## src/rtl/button_conditioner_pkg.sv

```systemverilog
// Shared constants for the console button conditioner: ui_in bit positions
// and default timing for the 25.125 MHz pixel clock.
package button_conditioner_pkg;

  // Bit positions of the console core's ui_in byte
  typedef enum logic [2:0] {
    UI_RESET  = 3'd0,
    UI_FIRE   = 3'd1,
    UI_SELECT = 3'd2,
    UI_UP     = 3'd3,
    UI_DOWN   = 3'd4,
    UI_LEFT   = 3'd5,
    UI_RIGHT  = 3'd6
  } ui_bit_e;

  // ~2.6 ms debounce and ~1 s long press at 25.125 MHz
  localparam int DEFAULT_DEBOUNCE_CYCLES = 65536;
  localparam int DEFAULT_LONG_CYCLES     = 25125000;

endpackage

```

## src/rtl/button_conditioner_channel.sv

```systemverilog
// One button channel: 2-flop synchronizer, debounce, press/release edge
// pulses and long-press detection.
module button_channel
  import button_conditioner_pkg::*;
#(
  parameter bit ACTIVE_LOW      = 1'b0,
  parameter int DEBOUNCE_CYCLES = DEFAULT_DEBOUNCE_CYCLES,
  parameter int LONG_CYCLES     = DEFAULT_LONG_CYCLES,
  parameter int DB_W            = $clog2(DEBOUNCE_CYCLES),
  parameter int LG_W            = $clog2(LONG_CYCLES)
) (
  input  logic clk,
  input  logic rst_n,
  input  logic raw_i,
  output logic level_o,
  output logic press_o,
  output logic release_o,
  output logic long_o,
  output logic long_pulse_o
);

  logic            s1_q, s2_q;
  logic            norm;
  logic            level_q, level_d;
  logic [DB_W-1:0] db_cnt_q, db_cnt_d;
  logic            press_q, press_d;
  logic            release_q, release_d;
  logic [LG_W-1:0] lg_cnt_q, lg_cnt_d;
  logic            long_q, long_d;
  logic            lpulse_q, lpulse_d;

  // Synchronizer rests at the idle pin level so reset exit looks like "not pressed"
  always_ff @(posedge clk or negedge rst_n) begin
    if (!rst_n) begin
      s1_q <= ACTIVE_LOW;
      s2_q <= ACTIVE_LOW;
    end else begin
      s1_q <= raw_i;
      s2_q <= s1_q;
    end
  end

  assign norm = s2_q ^ ACTIVE_LOW;

  // Debounce: accept a new level only after it persists for the full count
  always_comb begin
    level_d   = level_q;
    db_cnt_d  = '0;
    press_d   = 1'b0;
    release_d = 1'b0;
    if (norm != level_q) begin
      if (db_cnt_q == DB_W'(DEBOUNCE_CYCLES - 1)) begin
        level_d   = norm;
        press_d   = norm;
        release_d = ~norm;
      end else begin
        db_cnt_d = db_cnt_q + 1'b1;
      end
    end
  end

  // Long press: counting keys off the next level so a release landing on the
  // threshold cycle suppresses the flag
  always_comb begin
    lg_cnt_d = lg_cnt_q;
    long_d   = long_q;
    lpulse_d = 1'b0;
    if (!level_d) begin
      lg_cnt_d = '0;
      long_d   = 1'b0;
    end else if (level_q && !long_q) begin
      if (lg_cnt_q == LG_W'(LONG_CYCLES - 1)) begin
        long_d   = 1'b1;
        lpulse_d = 1'b1;
      end else begin
        lg_cnt_d = lg_cnt_q + 1'b1;
      end
    end
  end

  // Channel state and registered outputs
  always_ff @(posedge clk or negedge rst_n) begin
    if (!rst_n) begin
      level_q   <= 1'b0;
      db_cnt_q  <= '0;
      press_q   <= 1'b0;
      release_q <= 1'b0;
      lg_cnt_q  <= '0;
      long_q    <= 1'b0;
      lpulse_q  <= 1'b0;
    end else begin
      level_q   <= level_d;
      db_cnt_q  <= db_cnt_d;
      press_q   <= press_d;
      release_q <= release_d;
      lg_cnt_q  <= lg_cnt_d;
      long_q    <= long_d;
      lpulse_q  <= lpulse_d;
    end
  end

  assign level_o      = level_q;
  assign press_o      = press_q;
  assign release_o    = release_q;
  assign long_o       = long_q;
  assign long_pulse_o = lpulse_q;

endmodule

```

## src/rtl/button_conditioner.sv

```systemverilog
// Conditions raw board push-buttons for the console core's ui_in byte in the
// pixel clock domain. rst_n is expected to be released synchronously to clk
// by the system reset block.
module button_conditioner
  import button_conditioner_pkg::*;
#(
  parameter int               N_BTN           = 4,
  parameter logic [N_BTN-1:0] ACTIVE_LOW_MASK = 4'b0001,
  parameter int               DEBOUNCE_CYCLES = DEFAULT_DEBOUNCE_CYCLES,
  parameter int               LONG_CYCLES     = DEFAULT_LONG_CYCLES,
  parameter int               DB_W            = $clog2(DEBOUNCE_CYCLES),
  parameter int               LG_W            = $clog2(LONG_CYCLES)
) (
  input  logic             clk,
  input  logic             rst_n,
  input  logic [N_BTN-1:0] btn_raw,
  output logic [N_BTN-1:0] btn_level,
  output logic [N_BTN-1:0] btn_press,
  output logic [N_BTN-1:0] btn_release,
  output logic [N_BTN-1:0] btn_long,
  output logic [N_BTN-1:0] btn_long_pulse
);

  // Independent channels, one per button
  for (genvar i = 0; i < N_BTN; i++) begin : g_chan
    button_channel #(
      .ACTIVE_LOW      (ACTIVE_LOW_MASK[i]),
      .DEBOUNCE_CYCLES (DEBOUNCE_CYCLES),
      .LONG_CYCLES     (LONG_CYCLES),
      .DB_W            (DB_W),
      .LG_W            (LG_W)
    ) u_chan (
      .clk          (clk),
      .rst_n        (rst_n),
      .raw_i        (btn_raw[i]),
      .level_o      (btn_level[i]),
      .press_o      (btn_press[i]),
      .release_o    (btn_release[i]),
      .long_o       (btn_long[i]),
      .long_pulse_o (btn_long_pulse[i])
    );
  end

endmodule

```

## config.mk

```make
export PLATFORM = sky130hd
export DESIGN_NAME = button_conditioner
export DESIGN_NICKNAME = d
export VERILOG_FILES = /design/src/rtl/button_conditioner_pkg.sv /design/src/rtl/button_conditioner_channel.sv /design/src/rtl/button_conditioner.sv
export SDC_FILE = /design/constraint.sdc
export NUM_CORES = 1
export LEC_CHECK = 0
export BUFFER_PORTS_ARGS = -buffer_cell sky130_fd_sc_hd__clkbuf_2
export CAP_MARGIN = 20
export CORE_MARGIN = 3
export CORE_UTILIZATION = 60
export CTS_CLUSTER_DIAMETER = 80
export DETAILED_ROUTE_END_ITERATION = 10
export GPL_TIMING_DRIVEN = 0
export HOLD_SLACK_MARGIN = 0.08
export PLACE_DENSITY = 0.77
export SLEW_MARGIN = 0
export SYNTH_ARGS = -nofsm -noshare
export SYNTH_HDL_FRONTEND = slang
export SYNTH_HIERARCHICAL = 1
export SYNTH_SLANG_ARGS = --single-unit
```

## constraint.sdc

```tcl
create_clock -name clk -period 3.7 [get_ports clk]
set_clock_uncertainty 0.05 [all_clocks]
set_input_delay 0.37 -clock clk [delete_from_list [all_inputs] [get_ports clk]]
set_output_delay 0.37 -clock clk [all_outputs]
set_load 0.02 [all_outputs]
```

==> flow_metrics.tcl <==
set metrics [dict create \
    grt_pass1_wl_mm 31.1 \
    cts_tree "done" \
    highest_layer "met4" \
    cts.path.max_buffers 2 \
    dpl.cell_count 1171 \
    postCtsSetupRepairBufs 0 \
    htree_levels 4 \
    synth_fp_nets 947 \
    post-route-util_pct 69.2 \
    place.gp.congestion 0.835 \
    rsz0062_at_grt "no" \
    synthArstFlopShare_pct 100 \
    diodes 0 \
    rows 45 \
    portBuffers 25 \
    wl_per_cell_um 14.3 \
    wl_met1_mm 8.34 \
    grt-ovfl-total 0 \
    hold_path_class "flop to flop" \
    synth_commonest_cells "dfrtp_1 (190), nor2_1 (176), xor2_1 (103)" \
    wl_met2_mm 8.23 \
    maxCapViolCount 0 \
    ant_nets 0 \
    avgSynthCellArea_um2 10.1 \
    p_per_area_nw_per_um2 397 \
    synthCells 933 \
    slew_viol_final 0 \
    crit_required_ps 4010 \
    post-synth-top-area-fraction_pct 50.2 \
    fmax_mhz 445 \
    cp_data_arrival_time_ps 2550 \
    final_hold_viol_count 0 \
    peakVddDrop_v 0.000335 \
    yosys_warnings 6 \
    holdPathStages 0 \
    root_buffer "clkbuf_16" \
    clock_latency_ps 430 \
    die_y_um 132 \
    end_kind "flop" \
    path_clk_slew_ps 70 \
    path_max_fanout 9 \
    syn_to_final_growth_pct 11.9 \
    start_kind "flop" \
    grt_max_degree 103 \
    wirelength_mm 17.2 \
    cts.sinks 192 \
    seq_area_frac_synth_pct 50.8 \
    synthDistinctLibCells 58 \
    core_area_um2 15300 \
    die_area_um2 17300 \
    preCtsSetupSlack_ps 1480 \
    finalPower_w 0.00421 \
    vias_per_cell 5.64 \
    layout.cells.non_filler 1208 \
    grt_pass1_vias 6726 \
    synth_top_flop_cell "dfrtp_1" \
    final_layout_size_suffix_gt1_share_pct 12.4 \
    slew_headroom_pct 43.4 \
    drc 0 \
    fin_crit_ps 2240 \
    start_util_pct 61.8 \
    ys_seq_elements 192 \
    status "finished, final reports clean" \
    leakage_nw 4.54 \
    synth_largest_area_cell "dfrtp_1" \
    met3WireLength_um 423 \
    synth_edf_count 0 \
    final_nets 998 \
    setup_viol 0 \
    path_class "flop to flop" \
    drt-initial-drc-count 509 \
    tightest_slew_ps 842 \
    fp.dieW_um 132 \
    antenna_found_initial 0 \
    drt_first_pass_iters 5 \
    pin_count 26 \
    synthesis.area_um2 9460 \
    fin_setup_tns_ps 0 \
    ys_top_cells_by_area "dfrtp_1 (50%), xor2_1 (9.5%), nor2_1 (7.0%)" \
    track_usage_pct 21.2 \
    r2r_cells 6 \
    cts_made_buffers 17 \
    dp_hpwl_mm 11.5 \
    cts_repair_resize_count 0 \
    setup_slack_ps 1460 \
    synth_most_common_cell "dfrtp_1" \
    period_share_pct 60.7 \
    vias 6812 \
]
-- cell families after synthesis --
family	synth area share (%)
simple gates	30.0
compound gates	2.60
fa+ha+maj	1.06
flops	50.8
buf+inv	2.25
mux	0.793
xor+xnor	12.5
-- path summary, 6_finish.rpt --
check | slack, ps | startpoint | end
max | 1460 | g_chan[0].u_chan/lg_cnt_q[0] | g_chan[0].u_chan/lg_cnt_q[3]
max reg2reg | 1460 | g_chan[0].u_chan/lg_cnt_q[0] | g_chan[0].u_chan/lg_cnt_q[3]
min reg2reg | 300 | g_chan[2].u_chan/s1_q | g_chan[2].u_chan/norm
min | 300 | g_chan[2].u_chan/s1_q | g_chan[2].u_chan/norm
min in group asynchronous | 490 | rst_n | g_chan[2].u_chan/lg_cnt_q[17]
max in group asynchronous | 2190 | rst_n | g_chan[0].u_chan/s2_q
-- report_power, final --
| part | leakage [nW] | total (W) | switching (W) | internal, W |
|---|---|---|---|---|
| clock | 0.311 | 0.00199 | 0.000835 | 0.00116 |
| sequential | 2.65 | 0.00213 | 0.0000173 | 0.00211 |
| combinational | 1.57 | 0.0000854 | 0.0000618 | 0.0000236 |
-- metrics by stage --
step           hold slack, ps  area, um^2
2_1_floorplan            24.4        9460
3_3_place_gp              282        9850
3_5_place_dp              286        9890
4_1_cts                   303       10600
5_1_grt                   307       10600
6_report                  301       10600
-- what timing repair did --
item                       in CTS  in global routing
hold endpoints to repair       94                  0
hold buffers                    5                  0
setup endpoints to repair       0                  0
-- registers in the layout (all words and copies together), names as in the netlist, 3 cells and up --
name / flops
g_chan.u_chan/s1_q: 4
g_chan.u_chan/long_o: 4
g_chan.u_chan/db_cnt_q: 64
g_chan.u_chan/lg_cnt_q: 100
g_chan.u_chan/press_o: 4
g_chan.u_chan/level_o: 4
g_chan.u_chan/long_pulse_o: 4
g_chan.u_chan/norm: 3
g_chan.u_chan/release_o: 4
-- layout make-up --
class                      instances  area, um^2
inverter                           9        33.8
timing repair buffer              32         216
sequential                       192        4810
clock inverter                    15         221
clock buffer                      17         425
buffer                            23         179
tap                              211         264
multi-input combinational        709        4440
fill                            1204        4720
-- per-layer routing --
metal | up-vias | global-route usage, %
li1 | 3360 | -
met1 | 3342 | 29.4
met2 | 91 | 34.1
met3 | 19 | 3.79
met4 | 0 | 7.29
met5 | - | 0
-- cells in the final DEF, fill, tap and decap left out, types with 8 or more instances in the layout --
| master | n |
|---|---|
| nor2_1 | 176 |
| buf_6 | 9 |
| and4_1 | 12 |
| clkbuf_2 | 26 |
| nand2_1 | 62 |
| nand4_1 | 51 |
| buf_2 | 8 |
| xor2_1 | 103 |
| inv_1 | 8 |
| nor4_1 | 23 |
| a21oi_1 | 19 |
| dfrtp_1 | 190 |
| nand3_1 | 58 |
| clkbuf_16 | 17 |
| and3_1 | 32 |
| ha_1 | 8 |
| xnor2_1 | 32 |
| and2_1 | 10 |
| nor3_1 | 18 |
-- worst max-delay path: stages (launching register included) --
cell and delay (ps):
dfrtp_1 390, ha_1 280, nand2_1 70, or4_1 480, nor4_2 530, o21ai_0 210
a21oi_1 170
(Power assumes the default switching activity.)
